`config.mk`:
```
export PLATFORM = sky130hd
export DESIGN_NAME = bcd_ex3_seq_converter
export DESIGN_NICKNAME = d
export VERILOG_FILES = /design/src/rtl/bcd_ex3_pkg.sv /design/src/rtl/bcd_digit_xlat.sv /design/src/rtl/bcd_ex3_seq_converter.sv
export SDC_FILE = /design/constraint.sdc
export NUM_CORES = 1
export LEC_CHECK = 0
export CAP_MARGIN = 20
export CORE_MARGIN = 2
export CORE_UTILIZATION = 50
export DETAILED_ROUTE_END_ITERATION = 12
export PLACE_DENSITY = 0.78
export SETUP_SLACK_MARGIN = 0.4
export SLEW_MARGIN = 20
export SYNTH_ARGS = -nofsm -noshare
export SYNTH_HDL_FRONTEND = slang
export SYNTH_SLANG_ARGS = --single-unit
```
`constraint.sdc`:
```
create_clock -name clk -period 3 [get_ports clk]
set_clock_uncertainty 0.15 [all_clocks]
set_input_delay 0.45 -clock clk [delete_from_list [all_inputs] [get_ports clk]]
set_output_delay 0.45 -clock clk [all_outputs]
set_load 0.01 [all_outputs]
```
`src/rtl/bcd_ex3_pkg.sv`:
```
// Shared definitions for the multi-digit BCD code converter: mode codes,
// FSM state encoding and BCD digit constants.
package bcd_ex3_pkg;

   localparam logic [1:0] MODE_EX3       = 2'd0;
   localparam logic [1:0] MODE_NINES     = 2'd1;
   localparam logic [1:0] MODE_EX3_NINES = 2'd2;
   localparam logic [1:0] MODE_TENS      = 2'd3;

   localparam logic [3:0] BCD_MAX    = 4'd9;
   localparam logic [3:0] EX3_OFFSET = 4'd3;
   localparam logic [3:0] DIGIT_BAD  = 4'hF;
   localparam logic [3:0] TENS_WRAP  = 4'd10;

   typedef enum logic [1:0] {
      ST_IDLE = 2'd0,
      ST_CONV = 2'd1,
      ST_DONE = 2'd2
   } state_t;

endpackage

```
`src/rtl/bcd_digit_xlat.sv`:
```
// Single-digit BCD translator: excess-3, 9's complement, excess-3 of the
// 9's complement, or one stage of a 10's-complement decimal carry chain.
module bcd_digit_xlat
   import bcd_ex3_pkg::*;
(
   input  logic [3:0] d,
   input  logic [1:0] mode,
   input  logic       cin,
   output logic [3:0] q,
   output logic       cout,
   output logic       bad
);

   logic [3:0] t;

   always_comb begin
      bad  = (d > BCD_MAX);
      q    = DIGIT_BAD;
      cout = 1'b0;
      t    = BCD_MAX - d + {3'b000, cin};
      // An invalid digit leaves q at DIGIT_BAD and kills the carry chain.
      if (!bad) begin
         case (mode)
            MODE_EX3:       q = d + EX3_OFFSET;
            MODE_NINES:     q = BCD_MAX - d;
            MODE_EX3_NINES: q = ~(d + EX3_OFFSET);
            MODE_TENS: begin
               if (t == TENS_WRAP) begin
                  q    = 4'd0;
                  cout = 1'b1;
               end else begin
                  q    = t;
               end
            end
            default:        q = DIGIT_BAD;
         endcase
      end
   end

endmodule

```
`src/rtl/bcd_ex3_seq_converter.sv`:
```
// Multi-digit BCD converter: captures a packed word over valid/ready and
// translates it one digit per clock, least-significant digit first.
//
//   state   | meaning
//   --------+-----------------------------------------------------------
//   ST_IDLE | waiting for a word, in_ready high
//   ST_CONV | translating digit idx into out_data, NDIGITS cycles
//   ST_DONE | result presented with out_valid, held until out_ready
module bcd_ex3_seq_converter
   import bcd_ex3_pkg::*;
#(
   parameter int NDIGITS = 4
) (
   input  logic                   clk,
   input  logic                   rst,
   input  logic                   in_valid,
   output logic                   in_ready,
   input  logic [4*NDIGITS-1:0]   in_bcd,
   input  logic [1:0]             in_mode,
   output logic                   out_valid,
   input  logic                   out_ready,
   output logic [4*NDIGITS-1:0]   out_data,
   output logic                   out_err,
   output logic                   out_carry
);

   localparam int W     = 4 * NDIGITS;
   localparam int IDX_W = (NDIGITS > 1) ? $clog2(NDIGITS) : 1;
   localparam logic [IDX_W-1:0] LAST_IDX = IDX_W'(NDIGITS - 1);

   state_t           state;
   logic [W-1:0]     word_q;
   logic [1:0]       mode_q;
   logic [IDX_W-1:0] idx;
   logic             carry;

   logic [3:0]       d_cur;
   logic [3:0]       q_cur;
   logic             cout_cur;
   logic             bad_cur;

   always_comb begin
      d_cur = 4'd0;
      for (int i = 0; i < NDIGITS; i++) begin
         if (idx == IDX_W'(i)) d_cur = word_q[4*i +: 4];
      end
   end

   bcd_digit_xlat u_xlat (
      .d    (d_cur),
      .mode (mode_q),
      .cin  (carry),
      .q    (q_cur),
      .cout (cout_cur),
      .bad  (bad_cur)
   );

   assign in_ready  = (state == ST_IDLE);
   // Non-TENS words start with carry 0 and the translator never raises it.
   assign out_carry = carry;

   always_ff @(posedge clk) begin
      if (rst) begin
         state     <= ST_IDLE;
         word_q    <= '0;
         mode_q    <= MODE_EX3;
         idx       <= '0;
         carry     <= 1'b0;
         out_valid <= 1'b0;
         out_data  <= '0;
         out_err   <= 1'b0;
      end else begin
         case (state)
            ST_IDLE: begin
               if (in_valid) begin
                  word_q  <= in_bcd;
                  mode_q  <= in_mode;
                  out_err <= 1'b0;
                  carry   <= (in_mode == MODE_TENS);
                  idx     <= '0;
                  state   <= ST_CONV;
               end
            end
            ST_CONV: begin
               for (int i = 0; i < NDIGITS; i++) begin
                  if (idx == IDX_W'(i)) out_data[4*i +: 4] <= q_cur;
               end
               if (bad_cur) out_err <= 1'b1;
               carry <= cout_cur;
               if (idx == LAST_IDX) begin
                  idx       <= '0;
                  out_valid <= 1'b1;
                  state     <= ST_DONE;
               end else begin
                  idx <= idx + 1'b1;
               end
            end
            ST_DONE: begin
               if (out_ready) begin
                  out_valid <= 1'b0;
                  state     <= ST_IDLE;
               end
            end
            default: begin
               out_valid <= 1'b0;
               state     <= ST_IDLE;
            end
         endcase
      end
   end

endmodule

```
==> metrics.txt <==
# TYPE chip_impl_metric gauge
chip_impl_info{name="status",value="finished, final reports clean"} 1
chip_impl_metric{name="syn-instance-count",unit=""} 258
chip_impl_info{name="cts_tree",value="built"} 1
chip_impl_metric{name="final_cell_count_no_fill",unit=""} 361
chip_impl_metric{name="synthArstFlopShare",unit="%"} 0
chip_impl_metric{name="postSynthNetCount",unit=""} 288
chip_impl_metric{name="coreArea",unit="sq um"} 4090
chip_impl_metric{name="yosys.area_share.xor_xnor",unit="%"} 4.35
chip_impl_metric{name="clock_sinks",unit=""} 41
chip_impl_metric{name="clock_tree.htree_level_count",unit=""} 2
chip_impl_metric{name="synth_top_cell_area_share",unit="%"} 38.1
chip_impl_metric{name="gp_congestion",unit=""} 0.874
chip_impl_metric{name="ioPinCount",unit=""} 42
chip_impl_metric{name="wire_per_inst",unit="microns"} 16.0
chip_impl_metric{name="overflow",unit=""} 0
chip_impl_metric{name="route.detailed.drc",unit=""} 0
chip_impl_metric{name="antennaDiodeCount",unit=""} 0
chip_impl_metric{name="total_negative_slack",unit="ns"} 0
chip_impl_info{name="synthTopCellsByArea",value="dfxtp_1 38%, nand2_1 8.7%, a21oi_1 6.0%, ha_1 4.6%, a211oi_1 3.5%"} 1
chip_impl_metric{name="clock.fmax",unit="GHz"} 0.361
chip_impl_metric{name="nFillCells",unit=""} 300
chip_impl_metric{name="drive_gt1_share",unit="%"} 20.3
chip_impl_metric{name="place_area",unit="sq um"} 2590
chip_impl_metric{name="pin_slew_with_the_least_headroom_to_its_limit",unit="ns"} 0.705
chip_impl_metric{name="dp_worst_setup_slack",unit="ns"} 0.0968
chip_impl_metric{name="gr-usage-all-layers",unit="%"} 22.9
chip_impl_info{name="top_cells_by_instance_count_after_synthesis",value="50 x nand2_1, 41 x dfxtp_1, 26 x a21oi_1"} 1
chip_impl_metric{name="global_route_wire_length_before_repair",unit="microns"} 9120
chip_impl_metric{name="firstDrtPassIters",unit=""} 4
chip_impl_metric{name="worst_supply_voltage_drop_on_vdd",unit="uV"} 314
chip_impl_metric{name="drt-vias-per-instance",unit=""} 5.82
chip_impl_metric{name="grt_max_degree",unit=""} 31
chip_impl_metric{name="dieWidth",unit="microns"} 69.7
chip_impl_metric{name="finalCritPeriodShare",unit="%"} 92.4
chip_impl_metric{name="slew_headroom",unit="%"} 53.0
chip_impl_metric{name="finalHoldViolCount",unit=""} 0
chip_impl_metric{name="clk_pin_slew",unit="ns"} 0.08
chip_impl_metric{name="netlist_area",unit="sq um"} 2160
chip_impl_metric{name="setup-violations-final",unit=""} 0
chip_impl_metric{name="cts_max_path_buffers",unit=""} 2
chip_impl_metric{name="final_critical_path_setup_slack",unit="ns"} 0.229
chip_impl_metric{name="path_max_fanout",unit=""} 5
chip_impl_metric{name="power_per_cell_area",unit="nW/um^2"} 448
chip_impl_metric{name="synth_cell_types",unit=""} 49
chip_impl_metric{name="worstPathArrival",unit="ns"} 2.80
chip_impl_metric{name="synthesis.area_per_instance",unit="sq um"} 8.36
chip_impl_info{name="main_synth_ff_type",value="dfxtp_1"} 1
chip_impl_metric{name="yosys-mux-area-fraction",unit="%"} 0.464
chip_impl_metric{name="rows",unit=""} 23
chip_impl_metric{name="power.total",unit="mW"} 1.33
chip_impl_metric{name="register_area",unit="sq um"} 828
chip_impl_metric{name="yosys_warnings",unit=""} 0
chip_impl_metric{name="tritoncts.num_buffers",unit=""} 5
chip_impl_metric{name="power_leakage",unit="nW"} 1.06
chip_impl_info{name="largest_family_of_logic_cells_by_synthesized_area",value="compound AO/OA/AOI/OAI gates"} 1
chip_impl_metric{name="synth_seq_cells",unit=""} 41
chip_impl_metric{name="synthAdderAreaFrac",unit="%"} 4.64
chip_impl_metric{name="grt_antenna_before_repair",unit=""} 0
chip_impl_metric{name="wirelength",unit="microns"} 5760
chip_impl_info{name="worst_setup_path_end_kind",value="flop"} 1
chip_impl_metric{name="num_vias",unit=""} 2101
chip_impl_metric{name="number_of_buffers_added_to_fix_hold_violations_after_cts",unit=""} 0
chip_impl_info{name="rsz0062_at_grt",value="yes"} 1
chip_impl_metric{name="multiInputGateArea",unit="sq um"} 1360
chip_impl_info{name="crit_type",value="flop to flop"} 1
chip_impl_info{name="cts_root_buf",value="clkbuf_8"} 1
chip_impl_metric{name="dp_hpwl",unit="microns"} 3560
chip_impl_metric{name="required",unit="ns"} 3.03
chip_impl_metric{name="final.min_clock_period",unit="ns"} 2.77
chip_impl_info{name="netlist.top_cell.by_area",value="dfxtp_1"} 1
chip_impl_metric{name="drtIter0Drc",unit=""} 149
chip_impl_metric{name="synth_compound_area_share",unit="%"} 24.8
chip_impl_metric{name="floorplan.die.height",unit="microns"} 69.7
chip_impl_metric{name="port_buffers",unit=""} 41
chip_impl_metric{name="synth_edf_count",unit=""} 0
chip_impl_metric{name="placed_cells_incl_taps",unit=""} 334
chip_impl_metric{name="fin_nets",unit=""} 340
chip_impl_metric{name="initial_core_util",unit="%"} 52.8
chip_impl_metric{name="postRouteAntennaNets",unit=""} 0
chip_impl_info{name="min-delay-path-class",value="flop to flop"} 1
chip_impl_metric{name="max_cap_violations",unit=""} 0
chip_impl_metric{name="synth.yosys.seq_area_share",unit="%"} 38.1
chip_impl_metric{name="final_cell_area",unit="sq um"} 2960
chip_impl_metric{name="yosys.area_share.simple",unit="%"} 22.9
chip_impl_metric{name="final_max_slew_viol_count",unit=""} 0
chip_impl_metric{name="fp.dieArea",unit="sq um"} 4860
chip_impl_metric{name="vias_in_the_first_global_route",unit=""} 1934
chip_impl_metric{name="clkLatencyLatePin",unit="ns"} 0.30
chip_impl_info{name="setup.worst_path.start_class",value="flop"} 1
chip_impl_metric{name="areaGrowthSynthToFinish",unit="%"} 37.4
chip_impl_info{name="synth.most_common_cell",value="nand2_1"} 1
==> per-layer routing <==
metal  up-vias  track usage, %  part of all wire, %
met5         -               0                    0
met4         0            9.19                  1.9
met3        10            4.65                  6.1
met2        86            37.8                   49
met1       991            29.3                   43
li1       1014               -                    -
==> layout by cell type, fill, tap and decap left out, types with 6 or more instances in the layout <==
master           instances
nor2_1                  19
a21oi_1                 25
clkdlybuf4s50_1         41
and2_1                   6
ha_4                     6
o31ai_1                  8
buf_4                   21
nand3b_1                 7
nand2_1                 50
dfxtp_1                 39
a211oi_1                 8
nor3b_1                  6
==> cells by family after synthesis <==
family | Yosys count
AO/OA/AOI/OAI | 74
XOR/XNOR | 7
adder cells (fa/ha/maj) | 8
buffers and inverters | 24
flip-flops | 41
multiplexers | 1
AND/OR/NAND/NOR | 103
==> worst max-delay path, cell delays in order (launching register included) <==
cell,delay [ns]
dfxtp_4,0.37
inv_4,0.08
ha_4,0.17
and3b_2,0.23
a2111oi_4,0.25
buf_4,0.19
or2_4,0.14
ha_4,0.14
xnor3_1,0.42
buf_4,0.15
nor2_1,0.24
o31ai_1,0.12
==> metrics by stage <==
step / hold WS (ns) / util, %
6_report: 0.311 / 72.5
5_1_grt: 0.336 / 72.5
4_1_cts: 0.312 / 69.5
3_5_place_dp: 0.300 / 63.4
3_3_place_gp: 0.293 / 63.4
2_1_floorplan: 0.282 / -
==> cell type report <==
type | instances | share of cell area, %
multi-input cells | 193 | 45.9
flip-flops and latches | 41 | 28.0
repair buffers | 64 | 20.2
clock buffers | 5 | 2.32
well taps | 50 | 2.11
inverters | 5 | 0.845
clock inverters | 3 | 0.591
==> state kept, by name, summed over array words and instances (netlist names) <==
register   flops
out_data      16
word_q        16
idx            2
mode_q         2
state          2
out_carry      1
out_err        1
out_valid      1
==> path summary, 6_finish.rpt <==
| kind | startpoint | to | slack (ns) | cells past startpoint |
|---|---|---|---|---|
| max | idx[1]$_SDFFE_PP0P_ | out_data[9]$_SDFFE_PP0P_ | 0.23 | 11 |
| min | out_valid$_SDFFE_PP0P_ | out_valid$_SDFFE_PP0P_ | 0.31 | 2 |
| max reg2reg | idx[1]$_SDFFE_PP0P_ | out_data[9]$_SDFFE_PP0P_ | 0.23 | 11 |
| min reg2reg | out_valid$_SDFFE_PP0P_ | out_valid$_SDFFE_PP0P_ | 0.31 | 2 |
==> report_power, final <==
| group | total, mW | internal, mW | switching (mW) |
|---|---|---|---|
| sequential | 0.594 | 0.570 | 0.0241 |
| combinational | 0.376 | 0.197 | 0.179 |
| clock | 0.358 | 0.161 | 0.197 |
==> timing repair <==
action	CTS	global route
setup buffers	7	12
setup endpoints to repair	17	17
gates cloned	0	0
gates resized for setup	24	7
pin swaps	11	17
(Power assumes the default switching activity.)
==> RTL edit 1 (config.mk and constraints unchanged) <==
The 3 states of `state_t` get a one-hot encoding in 3 bits.
--- a/src/rtl/bcd_ex3_pkg.sv
+++ b/src/rtl/bcd_ex3_pkg.sv
@@ -14,6 +14,6 @@
 
-   typedef enum logic [1:0] {
-      ST_IDLE = 2'd0,
-      ST_CONV = 2'd1,
-      ST_DONE = 2'd2
+   typedef enum logic [2:0] {
+      ST_IDLE = 3'b001,
+      ST_CONV = 3'b010,
+      ST_DONE = 3'b100
    } state_t;
Formal check against the unedited RTL: no difference found for any inputs over 10 cycles, from zero or initial values and one cycle with rst high; not proved beyond that.
==> RTL edit 1 against the original RTL <==
Combinational power shrank 28%. Clock power grew 28%. Routed wire length shrank 0.42%. Utilization grew 3.4 points. Critical path depth grew 1. Sequential power grew 0.7%. Worst setup slack lost 0.080 ns. Sequential cell count grew 1. Total power shrank 0.12%. Cell area grew 4.0%. Area after synthesis shrank 1.5%. Hold slack gained 0.0039 ns. Highest routed layer unchanged.
==> RTL edit 1: results <==
group,metric,value,unit
run_status,outcome,"completed",
detailed_routing,first_iter_violations,159,
placement,pre_cts_slack,0.0554,ns
detailed_routing,antenna_left,0,
placement,place_area,0.00261,mm2
synth,synth.area.mux_share,0,%
detailed_routing,wl_per_cell,15.9,um
placement,gp_congestion,0.836,
pwr,p_leak,1.09,nW
synth,synthTopCellsByArea,"dfxtp_1 (40%), nand2_1 (7.8%), a21oi_1 (6.6%), ha_1 (6.5%), a211oi_1 (4.9%)",
synth,synth_xor_area_share,3.30,%
layout,nFillCells,279,
synth,synth_cell_types,44,
pwr,ir_drop,349,uV
synth,synth_nets,291,
global_route,grt_pass1_vias,1867,
timing,worst_slew_pin_slew,0.663,ns
setup_path,cp_max_fo,6,
detailed_routing,vias,2001,
global_route,grt_max_degree,43,
layout,nets,344,
layout,top_regs,"out_data x16, word_q x16, state x3",
synth,synth_compound_area_share,23.7,%
setup_path,cp.arrival,2.91,ns
layout,drive_gt1_share,25.1,%
synth,synth-adder-area-share,6.47,%
synth,seq_area_frac_synth,39.6,%
pwr,power-per-cell-area,430,mW/mm2
placement,dp_hpwl,3320,um
global_route,grt_first_pass_wirelength,8630,um
global_route,track_usage,22.1,%
synth,synth_common_cells,"nand2_1 (44), dfxtp_1 (42), a21oi_1 (28), nor2_1 (28), a211oi_1 (14)",
-- RTL edit 1: layout make-up --
cell class              count  area share (%)
repair buffers             64            19.2
clock inverters             1           0.974
well taps                  50            2.03
inverters                   6           0.974
flip-flops and latches     42            27.5
clock buffers               6            2.68
multi-input cells         192            46.7
-- RTL edit 1: worst paths after layout --
kind	cells after the start	slack, ns	from	endpoint
max reg2reg	12	0.15	idx[1]$_SDFFE_PP0P_	out_data[3]$_SDFFE_PP0P_
min	2	0.31	word_q[0]$_SDFFE_PP0P_	word_q[0]$_SDFFE_PP0P_
max	12	0.15	idx[1]$_SDFFE_PP0P_	out_data[3]$_SDFFE_PP0P_
min reg2reg	2	0.31	word_q[0]$_SDFFE_PP0P_	word_q[0]$_SDFFE_PP0P_
-- RTL edit 1: stage by stage --
| stage | instances | hold WS (ns) |
|---|---|---|
| floorplan | 258 | 0.286 |
| finish | 361 | 0.315 |
| global route | 361 | 0.334 |
| detailed placement | 335 | 0.303 |
| global placement | 335 | 0.297 |
| CTS | 350 | 0.313 |
-- RTL edit 1: critical path, cell delays in order, from the launching register on --
cell	delay, ns
dfxtp_4	0.41
inv_6	0.05
ha_4	0.19
nand3b_1	0.22
a211oi_4	0.37
inv_2	0.12
ha_1	0.25
a31o_2	0.26
a21oi_2	0.11
xnor2_1	0.15
a211oi_2	0.10
buf_4	0.17
a211oi_2	0.22
-- RTL edit 1: timing repair --
action | 4_1_cts | 5_1_grt
cloned | 0 | 0
setup buffers | 8 | 11
setup endpoints to repair | 13 | 13
resized for setup | 19 | 25
pin swaps | 17 | 20
-- RTL edit 1: routing by layer --
metal	vias up	wire length [um]	global-route usage, %
li1	994	-	-
met1	926	2410	27.6
met2	68	2870	37.9
met3	13	308	4.36
met4	0	144	7.84
met5	-	0	0
-- RTL edit 1: cells by family (layout without fill, tap and decap cells) --
| logic type | after synthesis | in the layout |
|---|---|---|
| xor+xnor | 8 | 8 |
| flops | 42 | 42 |
| simple gates | 103 | 103 |
| compound gates | 70 | 70 |
| fa+ha+maj | 11 | 11 |
| buf+inv | 24 | 77 |
-- RTL edit 1: where the power goes --
group	total, W	switching (W)	internal [W]	leakage (nW)
combinational	0.000271	0.000137	0.000135	0.688
sequential	0.000598	0.0000216	0.000576	0.343
clock	0.000457	0.000191	0.000266	0.0573
total	0.00133	0.000349	0.000977	1.09
==> RTL edit 2 (same settings) <==
Made on the original files. Set the parameter `NDIGITS` to 2 (it was 4).
--- a/src/rtl/bcd_ex3_seq_converter.sv
+++ b/src/rtl/bcd_ex3_seq_converter.sv
@@ -11,3 +11,3 @@
 #(
-   parameter int NDIGITS = 4
+   parameter int NDIGITS = 2
 ) (
Ports: changed (resized in_bcd and out_data); port bits go from 42 to 26. The function was not compared with the original's and may differ.
==> RTL edit 2 against the original RTL <==
Sequential power is 39% lower. Clock power fell by 62%. Total power fell by 48%. First-iteration DRC count decreased by 94%. Synthesized cell count shrank 41%. Area after synthesis fell by 40%. Utilization decreased by 8.8 points. Routed wire length is 50% lower. Die area shrank 38%. Count of clock-buffer cells in the layout is 2 lower. Cell area fell by 47%. Worst setup slack improved by 0.38 ns. Sequential cell count down 17.
==> RTL edit 2: results <==
group,metric,value,unit
synth,ys_async_sr_fraction,0,%
synth,avgSynthCellArea,8.39,um2
pwr,ir_drop,421,uV
clock_tree,cts-root-buf,"clkbuf_4",
pwr,pg_comb,0.000193,W
setup_path,slowest_delay,0.45,ns
clock_tree,h-tree-depth,1,
clock_tree,clk_pin_slew,0.12,ns
synth,synthTopCellsByArea,"dfxtp_1 (37%), nand2_1 (7.3%), a21oi_1 (7.0%), ha_1 (6.8%), nor2_1 (5.8%)",
clock_tree,cts_buffers,3,
layout,nFillCells,221,
detailed_routing,first_iter_violations,9,
synth,synth.area.mux_share,5.75,%
layout,top_regs,"out_data x8, word_q x8",
global_route,grt_max_degree,25,
synth,synth_cell_types,33,
setup_path,crit_slowest_cell,"dfxtp_4",
placement,port_buffers,25,
timing,holdWs,0.322,ns
run_status,outcome,"completed",
setup_path,critical-path-top-delay-family,"compound AO/OA/AOI/OAI gates",
placement,dp_hpwl,2190,um
setup_path,r2r_start,"idx$_SDFFE_PP0P_",
synth,synth-adder-area-share,6.82,%
synth,synth_common_cells,"nand2_1 (25), dfxtp_1 (24), nor2_1 (20)",
placement,dp.cells,202,
global_route,track_usage,21.9,%
worst_hold_path,min_to,"word_q[0]$_SDFFE_PP0P_",
pwr,p_leak,0.622,nW
synth,synth_xor_area_share,6.04,%
layout,fin_area,0.00156,mm2
synth,synth_nets,174,
placement,pre_cts_slack,0.435,ns
synth,synth_compound_area_share,20.4,%
detailed_routing,vias,1138,
pwr,clkPwrFrac,19.5,%
setup_path,reg2reg_depth,9,
placement,place_area,0.00153,mm2
timing,worst_slew_pin_slew,0.895,ns
layout,drive_gt1_share,6.86,%
pwr,swShare,29.9,%
pwr,switching_power,0.000207,W
placement,gp_congestion,0.924,
clock_tree,postCtsSetupRepairBufs,0,
clock_tree,cts_resized,1,
synth,seq_area_frac_synth,37.4,%
worst_hold_path,hold_start,"word_q[0]$_SDFFE_PP0P_",
setup_path,regToRegSetupSlack,0.61,ns
global_route,grt_first_pass_wirelength,4740,um
layout,final_cells,205,
detailed_routing,wl_per_cell,14.0,um
setup_path,timing.rr.end,"out_data[7]$_SDFFE_PP0P_",
RTL edit 2: cell count changes in the layout (fill, tap and decap cells not counted), moves of 6 or more:
| cell | delta |
|---|---|
| a21oi_1 | -7 |
| and2_1 | -6 |
| buf_4 | -21 |
| clkdlybuf4s50_1 | -16 |
| dfxtp_1 | -16 |
| ha_1 | +6 |
| ha_4 | -6 |
| nand2_1 | -25 |
| nand3b_1 | -7 |
| nor3b_1 | -6 |
| o31ai_1 | -7 |
RTL edit 2: worst max-delay path by stage:
| stage | cells past startpoint | from | slack [ns] | endpoint |
|---|---|---|---|---|
| 6_report | 9 | idx$_SDFFE_PP0P_ | 0.61 | out_data[7]$_SDFFE_PP0P_ |
| 5_1_grt | 9 | idx$_SDFFE_PP0P_ | 0.45 | out_data[7]$_SDFFE_PP0P_ |
| 4_1_cts | 9 | idx$_SDFFE_PP0P_ | 0.55 | out_data[7]$_SDFFE_PP0P_ |
| 3_5_place_dp | 9 | idx$_SDFFE_PP0P_ | 0.43 | out_data[7]$_SDFFE_PP0P_ |
| 3_3_place_gp | 9 | idx$_SDFFE_PP0P_ | 0.52 | out_data[7]$_SDFFE_PP0P_ |
| 2_1_floorplan | 10 | idx$_SDFFE_PP0P_ | 0.85 | out_data[7]$_SDFFE_PP0P_ |
RTL edit 2: layer usage:
metal	up-vias	wire, um	GRT usage, %
met4	0	17	5.00
li1	579	-	-
met2	20	1440	37.1
met5	-	0	0
met1	535	1330	29.3
met3	4	89	2.73
RTL edit 2: area by class of cell:
type	count	share of cell area (%)
Tap cell	30	2.40
Timing Repair Buffer	25	16.0
Multi-Input combinational cell	116	47.5
Inverter	7	1.68
Sequential cell	24	31.0
Clock buffer	3	1.44
